### src/rtl/axis_fixed_divider_if.sv
// Operand/result stream bundle between the inverse engine (master) and the
// fixed-point divider (slave). The optional divide-by-zero flag
// m_axis_dout_tuser exists only when DIVIDER_DBZ_FLAG_EN is defined.
interface axis_fixed_divider_if #(
  parameter int DIVIDEND_TDATA_WIDTH = 32,
  parameter int DIVISOR_TDATA_WIDTH  = 32,
  parameter int DIVOUT_TDATA_WIDTH   = 48
);
  logic [DIVIDEND_TDATA_WIDTH-1:0] s_axis_dividend_tdata;
  logic                            s_axis_dividend_tvalid;
  logic                            s_axis_dividend_tready;
  logic [DIVISOR_TDATA_WIDTH-1:0]  s_axis_divisor_tdata;
  logic                            s_axis_divisor_tvalid;
  logic                            s_axis_divisor_tready;
  logic [DIVOUT_TDATA_WIDTH-1:0]   m_axis_dout_tdata;
  logic                            m_axis_dout_tvalid;
`ifdef DIVIDER_DBZ_FLAG_EN
  logic                            m_axis_dout_tuser;
`endif

  modport master (
    output s_axis_dividend_tdata,
    output s_axis_dividend_tvalid,
    input  s_axis_dividend_tready,
    output s_axis_divisor_tdata,
    output s_axis_divisor_tvalid,
    input  s_axis_divisor_tready,
    input  m_axis_dout_tdata,
    input  m_axis_dout_tvalid
`ifdef DIVIDER_DBZ_FLAG_EN
    , input m_axis_dout_tuser
`endif
  );

  modport slave (
    input  s_axis_dividend_tdata,
    input  s_axis_dividend_tvalid,
    output s_axis_dividend_tready,
    input  s_axis_divisor_tdata,
    input  s_axis_divisor_tvalid,
    output s_axis_divisor_tready,
    output m_axis_dout_tdata,
    output m_axis_dout_tvalid
`ifdef DIVIDER_DBZ_FLAG_EN
    , output m_axis_dout_tuser
`endif
  );
endinterface

### src/rtl/axis_fixed_divider.sv
// Sequential signed fixed-point divider, radix-2 restoring, one quotient bit
// per cycle, one operation in flight. Output word is {quotient, frac} where
// frac is a signed field with DIVOUT_F_WIDTH-1 fraction bits.
// Optional feature: define DIVIDER_DBZ_FLAG_EN to add m_axis_dout_tuser,
// set when the result came from a zero divisor.
module axis_fixed_divider #(
  parameter int DIVIDEND_TDATA_WIDTH = 32,
  parameter int DIVISOR_TDATA_WIDTH  = 32,
  parameter int DIVOUT_F_WIDTH       = 16,
  parameter int DIVOUT_TDATA_WIDTH   = 48
) (
  input logic           clk,
  input logic           rst_n,
  axis_fixed_divider_if.slave div_if
);
  localparam int QW    = DIVIDEND_TDATA_WIDTH;
  localparam int DW    = DIVISOR_TDATA_WIDTH;
  localparam int FW    = DIVOUT_F_WIDTH;
  localparam int NW    = QW + FW - 1;      // numerator bits = iteration count
  localparam int CNT_W = 6;

  localparam logic [QW-1:0] Q_MAX = {1'b0, {(QW-1){1'b1}}};
  localparam logic [QW-1:0] Q_MIN = {1'b1, {(QW-1){1'b0}}};

  typedef enum logic [1:0] {IDLE, PREP, ITER, FIX} state_t;

  state_t                        state_q;
  logic [QW-1:0]                 dvd_q;
  logic [DW-1:0]                 dvs_q;
  logic [NW-1:0]                 num_q;    // shifts numerator out, quotient in
  logic [DW:0]                   den_q;
  logic [DW-1:0]                 rem_q;
  logic [CNT_W-1:0]              cnt_q;
  logic                          neg_q;
  logic                          dvd_neg_q;
  logic                          dbz_q;
  logic                          ovf_q;
  logic [DIVOUT_TDATA_WIDTH-1:0] tdata_q;
  logic                          tvalid_q;
`ifdef DIVIDER_DBZ_FLAG_EN
  logic                          tuser_q;
`endif

  logic          accept;
  logic [QW-1:0] dvd_abs;
  logic [DW:0]   dvs_ext;
  logic [DW:0]   dvs_abs;
  logic [DW:0]   trial;
  logic          ge;
  logic [QW-1:0] int_mag;
  logic [FW-1:0] frac_mag;
  logic [QW-1:0] quot_d;
  logic [FW-1:0] frac_d;

  assign accept = (state_q == IDLE) && div_if.s_axis_dividend_tvalid
                  && div_if.s_axis_divisor_tvalid;

  // |-2^(QW-1)| = 2^(QW-1) still fits QW bits when read as unsigned.
  assign dvd_abs = dvd_q[QW-1] ? (-dvd_q) : dvd_q;
  // Divisor magnitude taken at DW+1 bits so it is never truncated.
  assign dvs_ext = {dvs_q[DW-1], dvs_q};
  assign dvs_abs = dvs_q[DW-1] ? (-dvs_ext) : dvs_ext;

  // Partial remainder is always below |divisor|, so DW bits hold it and the
  // shifted trial value needs only one more.
  assign trial = {rem_q, num_q[NW-1]};
  assign ge    = (trial >= den_q);

  assign int_mag  = num_q[NW-1:FW-1];
  assign frac_mag = {1'b0, num_q[FW-2:0]};

  // Final result: saturation cases first, otherwise apply the result sign.
  always_comb begin
    // NOTE: every always_comb output gets a default first so no path leaves it unassigned (no latch).
    quot_d = '0;
    frac_d = '0;
    if (dbz_q) begin
      quot_d = dvd_neg_q ? Q_MIN : Q_MAX;
    end else if (ovf_q) begin
      quot_d = Q_MAX;
    end else begin
      quot_d = neg_q ? (-int_mag)  : int_mag;
      frac_d = neg_q ? (-frac_mag) : frac_mag;
    end
  end

  // Control FSM and datapath: capture, prepare magnitudes, iterate, fix sign.
  always_ff @(posedge clk or negedge rst_n) begin
    // NOTE: working registers are reset together with the FSM so an operation aborted by reset leaves no stale state behind.
    if (!rst_n) begin
      state_q   <= IDLE;
      dvd_q     <= '0;
      dvs_q     <= '0;
      num_q     <= '0;
      den_q     <= '0;
      rem_q     <= '0;
      cnt_q     <= '0;
      neg_q     <= 1'b0;
      dvd_neg_q <= 1'b0;
      dbz_q     <= 1'b0;
      ovf_q     <= 1'b0;
      tdata_q   <= '0;
      tvalid_q  <= 1'b0;
`ifdef DIVIDER_DBZ_FLAG_EN
      tuser_q   <= 1'b0;
`endif
    end else begin
      // NOTE: non-blocking assignments: every register sees the pre-edge values of the others.
      tvalid_q <= 1'b0;
      unique case (state_q)
        IDLE: begin
          if (accept) begin
            dvd_q   <= div_if.s_axis_dividend_tdata;
            dvs_q   <= div_if.s_axis_divisor_tdata;
            state_q <= PREP;
          end
        end
        PREP: begin
          num_q     <= {dvd_abs, {(FW-1){1'b0}}};
          den_q     <= dvs_abs;
          rem_q     <= '0;
          cnt_q     <= '0;
          neg_q     <= dvd_q[QW-1] ^ dvs_q[DW-1];
          dvd_neg_q <= dvd_q[QW-1];
          dbz_q     <= (dvs_q == '0);
          ovf_q     <= (dvd_q == Q_MIN) && (dvs_q == '1);
          state_q   <= ITER;
        end
        ITER: begin
          rem_q <= ge ? DW'(trial - den_q) : trial[DW-1:0];
          num_q <= {num_q[NW-2:0], ge};
          cnt_q <= cnt_q + 1'b1;
          if (cnt_q == CNT_W'(NW - 1)) state_q <= FIX;
        end
        FIX: begin
          tdata_q  <= {quot_d, frac_d};
          tvalid_q <= 1'b1;
`ifdef DIVIDER_DBZ_FLAG_EN
          tuser_q  <= dbz_q;
`endif
          state_q  <= IDLE;
        end
        default: state_q <= IDLE;
      endcase
    end
  end

  assign div_if.s_axis_dividend_tready = (state_q == IDLE);
  assign div_if.s_axis_divisor_tready  = (state_q == IDLE);
  assign div_if.m_axis_dout_tdata      = tdata_q;
  assign div_if.m_axis_dout_tvalid     = tvalid_q;
`ifdef DIVIDER_DBZ_FLAG_EN
  assign div_if.m_axis_dout_tuser      = tuser_q;
`endif
endmodule

### src/flat_wrapper.sv
// flat-port wrapper written by rule: the top's interface ports become plain ports
module axis_fixed_divider_flat 
#(
  parameter int DIVIDEND_TDATA_WIDTH = 32,
  parameter int DIVISOR_TDATA_WIDTH  = 32,
  parameter int DIVOUT_F_WIDTH       = 16,
  parameter int DIVOUT_TDATA_WIDTH   = 48
)
  (clk, rst_n, div_if_s_axis_dividend_tdata, div_if_s_axis_dividend_tvalid, div_if_s_axis_dividend_tready, div_if_s_axis_divisor_tdata, div_if_s_axis_divisor_tvalid, div_if_s_axis_divisor_tready, div_if_m_axis_dout_tdata, div_if_m_axis_dout_tvalid);
  axis_fixed_divider_if #(.DIVIDEND_TDATA_WIDTH(DIVIDEND_TDATA_WIDTH), .DIVISOR_TDATA_WIDTH(DIVISOR_TDATA_WIDTH), .DIVOUT_TDATA_WIDTH(DIVOUT_TDATA_WIDTH)) div_if_i ();
  input logic clk;
  input logic rst_n;
  input wire logic [$bits(div_if_i.s_axis_dividend_tdata)-1:0] div_if_s_axis_dividend_tdata;
  input wire logic [$bits(div_if_i.s_axis_dividend_tvalid)-1:0] div_if_s_axis_dividend_tvalid;
  output wire logic [$bits(div_if_i.s_axis_dividend_tready)-1:0] div_if_s_axis_dividend_tready;
  input wire logic [$bits(div_if_i.s_axis_divisor_tdata)-1:0] div_if_s_axis_divisor_tdata;
  input wire logic [$bits(div_if_i.s_axis_divisor_tvalid)-1:0] div_if_s_axis_divisor_tvalid;
  output wire logic [$bits(div_if_i.s_axis_divisor_tready)-1:0] div_if_s_axis_divisor_tready;
  output wire logic [$bits(div_if_i.m_axis_dout_tdata)-1:0] div_if_m_axis_dout_tdata;
  output wire logic [$bits(div_if_i.m_axis_dout_tvalid)-1:0] div_if_m_axis_dout_tvalid;
  assign div_if_i.s_axis_dividend_tdata = div_if_s_axis_dividend_tdata;
  assign div_if_i.s_axis_dividend_tvalid = div_if_s_axis_dividend_tvalid;
  assign div_if_s_axis_dividend_tready = div_if_i.s_axis_dividend_tready;
  assign div_if_i.s_axis_divisor_tdata = div_if_s_axis_divisor_tdata;
  assign div_if_i.s_axis_divisor_tvalid = div_if_s_axis_divisor_tvalid;
  assign div_if_s_axis_divisor_tready = div_if_i.s_axis_divisor_tready;
  assign div_if_m_axis_dout_tdata = div_if_i.m_axis_dout_tdata;
  assign div_if_m_axis_dout_tvalid = div_if_i.m_axis_dout_tvalid;
  axis_fixed_divider #(.DIVIDEND_TDATA_WIDTH(DIVIDEND_TDATA_WIDTH), .DIVISOR_TDATA_WIDTH(DIVISOR_TDATA_WIDTH), .DIVOUT_F_WIDTH(DIVOUT_F_WIDTH), .DIVOUT_TDATA_WIDTH(DIVOUT_TDATA_WIDTH)) u_core (.clk(clk), .rst_n(rst_n), .div_if(div_if_i));
endmodule
### config.mk
export PLATFORM = sky130hd
export DESIGN_NAME = axis_fixed_divider_flat
export DESIGN_NICKNAME = d
export VERILOG_FILES = /design/src/rtl/axis_fixed_divider_if.sv /design/src/rtl/axis_fixed_divider.sv /design/src/flat_wrapper.sv
export SDC_FILE = /design/constraint.sdc
export NUM_CORES = 1
export LEC_CHECK = 0
export BUFFER_PORTS_ARGS = -buffer_cell sky130_fd_sc_hd__buf_2
export CELL_PAD_IN_SITES_DETAIL_PLACEMENT = 0
export CELL_PAD_IN_SITES_GLOBAL_PLACEMENT = 1
export CORE_ASPECT_RATIO = 1.5
export CORE_MARGIN = 2
export CORE_UTILIZATION = 47
export DETAILED_ROUTE_END_ITERATION = 8
export PLACE_DENSITY = 0.77
export SKIP_CTS_REPAIR_TIMING = 1
export SYNTH_ARGS = -nofsm -noshare
export SYNTH_HDL_FRONTEND = slang
export SYNTH_SLANG_ARGS = --single-unit
### constraint.sdc
create_clock -name clk -period 4.75 [get_ports clk]
set_clock_uncertainty 0.1 [all_clocks]
set_input_delay 0.95 -clock clk [delete_from_list [all_inputs] [get_ports clk]]
set_output_delay 0.95 -clock clk [all_outputs]
set_load 0.005 [all_outputs]
Yosys cells after proc, flatten, opt, wreduce, memory -nomap -nowiden --
Index checks and enable logic that the tools add are counted.
Word-level totals: flip-flop bits (word level) 237, input bits 68, output and inout bits 51, word-level logic and storage cells 54
Cells by class: add/sub/neg operators 6, $lt $le $gt $ge 1, equality and inequality tests 8, muxes and demuxes 17, bitwise operators 1, reductions and logical operators 8
Operators with widths (number):
- $mux W32 | 6
- $pmux W47 S2 | 1
- $eq A32 B32 Y1 const B | 2
- $neg A32 Y32 | 2
- $pmux W32 S2 | 1
- $mux W16 | 3
- $ge A33 B33 Y1 | 1
- $mux W33 | 1
- $neg A33 Y33 | 1
- $logic_not A32 Y1 | 1
- $sub A32 B32 Y32 | 1
- $neg A15 Y16 | 1
- $pmux W6 S2 | 1
- $pmux W2 S4 | 1
- $add A6 B1 Y6 const B | 1
- $eq A6 B6 Y1 const B | 1
- $eq A2 B2 Y1 const B | 2
- $mux W2 | 2
- $ne A2 B1 Y1 const B | 2
- $reduce_and A2 Y1 | 2
- $logic_and A1 B1 Y1 | 3
- $eq A2 B1 Y1 const B | 1
- $logic_not A2 Y1 | 1
- $reduce_bool A2 Y1 | 1
- other kinds (2) | 2

Logic depth before layout (Yosys ltp) --
word-level depth 5, mapped depth 13, mapped depth without buffers 11

Worst setup path before layout --
OpenSTA, ideal clock, no wires.
kind reg2reg, from register u_core.dvd_q[6], to register u_core.num_q[42], library setup time 0.125 ns, arrival 3.094 ns, setup slack 1.431 ns, cell stages (with the launch flop) 9, path buffers 0, clock period less this slack 3.319 ns, cells stage by stage dfrtp_1 -> or4_4 -> or4b_4 -> or4_4 -> or4_4 -> o41ai_2 -> xor2_1 -> o21ai_1 -> mux2_4
Between the ends: cells in the longest elaborated chain, start to end 3
Ends and longest elaborated chain:
- start: declaration | line axis_fixed_divider.sv:28 | logic [QW-1:0] dvd_q;
- start signal: assignment | line axis_fixed_divider.sv:113 | dvd_q <= div_if.s_axis_dividend_tdata;
- $neg A32 Y32 | line axis_fixed_divider.sv:59 | assign dvd_abs = dvd_q[QW-1] ? (-dvd_q) : dvd_q;
- $mux W32 | line axis_fixed_divider.sv:59
- $pmux W47 S2 | line axis_fixed_divider.sv:110 | unique case (state_q)
- end signal: assignment | line axis_fixed_divider.sv:119 | num_q <= {dvd_abs, {(FW-1){1'b0}}};
- end signal: assignment | line axis_fixed_divider.sv:131 | num_q <= {num_q[NW-2:0], ge};
- end: declaration | line axis_fixed_divider.sv:30 | logic [NW-1:0] num_q;
No other way between the ends. A chain may end at the register's enable or synchronous reset.

Final worst setup path --
from register u_core.dvs_q[5], to register u_core.den_q[29]
Between the ends: cells in the longest elaborated chain, start to end 2
Ends and longest elaborated chain:
- start: declaration | line axis_fixed_divider.sv:29 | logic [DW-1:0] dvs_q;
- start signal: assignment | line axis_fixed_divider.sv:114 | dvs_q <= div_if.s_axis_divisor_tdata;
- $neg A33 Y33 | line axis_fixed_divider.sv:62 | assign dvs_abs = dvs_q[DW-1] ? (-dvs_ext) : dvs_ext;
- $mux W33 | line axis_fixed_divider.sv:62
- end signal: assignment | line axis_fixed_divider.sv:120 | den_q <= dvs_abs;
- end: declaration | line axis_fixed_divider.sv:31 | logic [DW:0] den_q;
No other way between the ends.

==> out/qor.txt <==
power density cells: 623 mW/mm^2
Overflow after GRT: 0
GR peak layer: met2
Worst Setup SP: u_core.dvs_q[5]$_DFFE_PN0P_
router iterations before antenna repair: 4
Routed WL: 32.7 mm
startpoint types: flip-flop
CP Data Arrival Time: 3830 ps
clock-pin slew on the worst setup and hold paths: 60 ps
RSZ-0062 raised after global routing: no
Finished Core Util: 0.534
synth warn: 0
first-pass GRT wire length: 53.6 mm
worst path cell trace: or4_1 > or4_4 > or3_1 > or3_1 > nand2b_1 > o41ai_1 > xor2_1 > a21oi_1
clk root buf: clkbuf_16
Place WS: 1210 ps
Mapped Area: 0.0137 mm^2
Max transition margin: 0.255
global-route usage over all layers: 0.218
antenna viol nets, final: 0
CP max stage delay: 600 ps
die height: 213 um
core region area: 0.0287 mm^2
Final Cycle Share: 0.748
EDFF count, synth: 0
Setup CP Type: reg -> reg
Ant. Diodes: 0
Max-Cap Viols: 0
largest net degree at the start of global routing: 113
number of clock sinks: 237
ys async rst share: 1.00
H-Tree Depth: 1
GPL Wtd Cong: 0.878
met2 Usage GRT: 0.402
Filler Cell Count: 2731
Total Nets Final: 1617
Mapped Cells: 1425
synth unique cells: 65
WP data required: 5030 ps
R2R Setup Slk: 1200 ps
Finish-stage setup viols: 0
port bufs: 118
Worst R2R Start: u_core.dvs_q[5]$_DFFE_PN0P_
CTS tree: done
FF-to-FF End: u_core.den_q[29]$_DFFE_PN0N_
Worst path top cell family by delay: simple AND/OR/NAND/NOR gates
initial core utilization: 0.476
final setup margin: 1200 ps
Slew Viols, Final: 0
type of the tightest min-delay check: in -> async
synth-to-layout area growth: 12.0%
vias post-DR: 10620
Critical Path Slowest Stage Cell: or4_1
CP Max Fanout: 5
worst skew pair latency: 530 ps
total CTS buffers: 25
Syn Area/Cell: 9.60 um^2
GR Layer Usage met3: 0.0222
Seq/Total Area, Yosys: 0.434
leakage power: 6.99 nW
final hold vios: 0
vias in the first global route: 10547
1st-iter DRT viols: 494
Slew @ Worst Pin: 1110 ps
Syn Nets: 1538
# DRC: 0
final cell count without fillers: 1910
fin crit period: 3550 ps
top_reg_cell synth: dfrtp_1
placed cells: 1867
FP Rows: 76
Via density: 5.56
met1 usage: 0.265
die area: 0.0305 mm^2
Stages on worst setup path: 8
Max Fclk: 281 MHz
DP HPWL: 23.5 mm
I/O pin cnt: 119
CP bufs+invs: 0
outcome: completed
share of layout cells above drive strength 1: 0.177
worst r2r path cells: 8
initial antenna violation count: 0
CTS max path bufs: 3
VDD IR max: 0.000337 V
wire length per cell: 17.1 um
CP endpoint: u_core.den_q[29]$_DFFE_PN0N_
Final TNS setup: 0 ps
Die Width: 143 um
Yosys reg bits: 237
CP most frequent cell: or3_1
critical path capture point type: flip-flop
[layer usage]
metal	vias to the layer above	routed length [um]	share of wire
met5	-	0	0
met4	0	960	0.029
met3	49	1120	0.034
met2	190	16700	0.51
met1	5103	13900	0.42
li1	5278	-	-
[layout make-up]
class / instances / area (um^2) / area share
multi-input combinational: 992 / 7030 / 0.459
sequential: 237 / 5930 / 0.387
clock buffer: 40 / 712 / 0.0465
timing repair buffer: 131 / 711 / 0.0464
tap: 390 / 488 / 0.0318
inverter: 117 / 439 / 0.0287
clock inverter: 3 / 15.0 / 0.000980
[state kept, by name, summed over array words and instances, names as in the netlist]
| signal | count |
|---|---|
| u_core.cnt_q | 6 |
| u_core.dbz_q | 1 |
| u_core.den_q | 33 |
| u_core.div_if.m_axis_dout_tdata | 48 |
| u_core.div_if.m_axis_dout_tvalid | 1 |
| u_core.dvd_neg_q | 1 |
| u_core.dvd_q | 32 |
| u_core.dvs_q | 32 |
| u_core.neg_q | 1 |
| u_core.num_q | 47 |
| u_core.ovf_q | 1 |
| u_core.rem_q | 32 |
| u_core.state_q | 2 |
[cells by family after synthesis]
| logic type | after synthesis | synth area share |
|---|---|---|
| compound gates | 390 | 0.184 |
| simple gates | 325 | 0.120 |
| flops | 237 | 0.434 |
| buf+inv | 196 | 0.0542 |
| xor+xnor | 127 | 0.0813 |
| mux | 105 | 0.0851 |
| fa+ha+maj | 45 | 0.0417 |
[Yosys cell counts, drive strengths merged (18+ instances only)]
| master | n | area (um^2) |
|---|---|---|
| dfrtp | 237 | 5930 |
| a21o | 20 | 150 |
| nand2 | 86 | 323 |
| nand3 | 39 | 195 |
| inv | 117 | 439 |
| xnor2 | 61 | 534 |
| nor2 | 65 | 244 |
| ha | 44 | 551 |
| nand4 | 26 | 163 |
| o41ai | 19 | 181 |
| a21oi | 68 | 340 |
| mux2i | 18 | 180 |
| o21ai | 141 | 706 |
| mux2 | 87 | 983 |
| clkbuf | 68 | 255 |
| o31ai | 35 | 268 |
| nor3 | 21 | 105 |
| xor2 | 66 | 578 |
[how the worst min path moves through the flow]
stage / endpoint / slack (ps) / cells after the start
2_1_floorplan: u_core.den_q[32]$_DFFE_PN0N_ / 360 / 2
3_3_place_gp: u_core.num_q[4]$_DFFE_PN0P_ / 370 / 2
3_5_place_dp: u_core.num_q[4]$_DFFE_PN0P_ / 390 / 2
4_1_cts: u_core.div_if.m_axis_dout_tdata[15]$_DFFE_PN0P_ / 410 / 1
5_1_grt: u_core.div_if.m_axis_dout_tdata[15]$_DFFE_PN0P_ / 420 / 1
6_report: u_core.dvs_q[30]$_DFFE_PN0P_ / 390 / 1
[stage by stage]
| stage | area (um^2) | hold WS, ps | total power [mW] |
|---|---|---|---|
| 2_1_floorplan | 13700 | 363 | 6.66 |
| 3_3_place_gp | 14600 | 373 | 7.73 |
| 3_5_place_dp | 14600 | 392 | 7.81 |
| 4_1_cts | 15300 | 408 | 9.67 |
| 5_1_grt | 15300 | 417 | 10.4 |
| 6_report | 15300 | 393 | 9.55 |
[cell usage in the layout (no fill, tap or decap), types with 7 or more instances in the layout]
cell type / n
a21o_1: 20
a21oi_1: 68
and3_1: 14
buf_2: 117
buf_4: 12
clkbuf_1: 12
clkbuf_16: 25
dfrtp_1: 237
ha_1: 40
inv_1: 116
mux2_2: 86
mux2i_1: 18
nand2_1: 86
nand2b_1: 13
nand3_1: 38
nand4_1: 26
nor2_1: 65
nor2b_1: 8
nor3_1: 21
nor4_1: 8
o21a_1: 7
o21ai_0: 138
o221ai_1: 15
o22ai_1: 17
o2bb2ai_1: 13
o31ai_1: 34
o41ai_1: 17
or3_1: 12
or4_1: 11
xnor2_1: 61
xor2_1: 66
[report_power, final]
| part | switching (mW) | internal [mW] | leakage, nW | total (mW) |
|---|---|---|---|---|
| sequential | 0.829 | 2.76 | 2.97 | 3.59 |
| combinational | 2.30 | 1.86 | 3.67 | 4.16 |
| clock | 0.787 | 1.02 | 0.356 | 1.80 |
No activity file was read; power rests on OpenSTA's default activity.
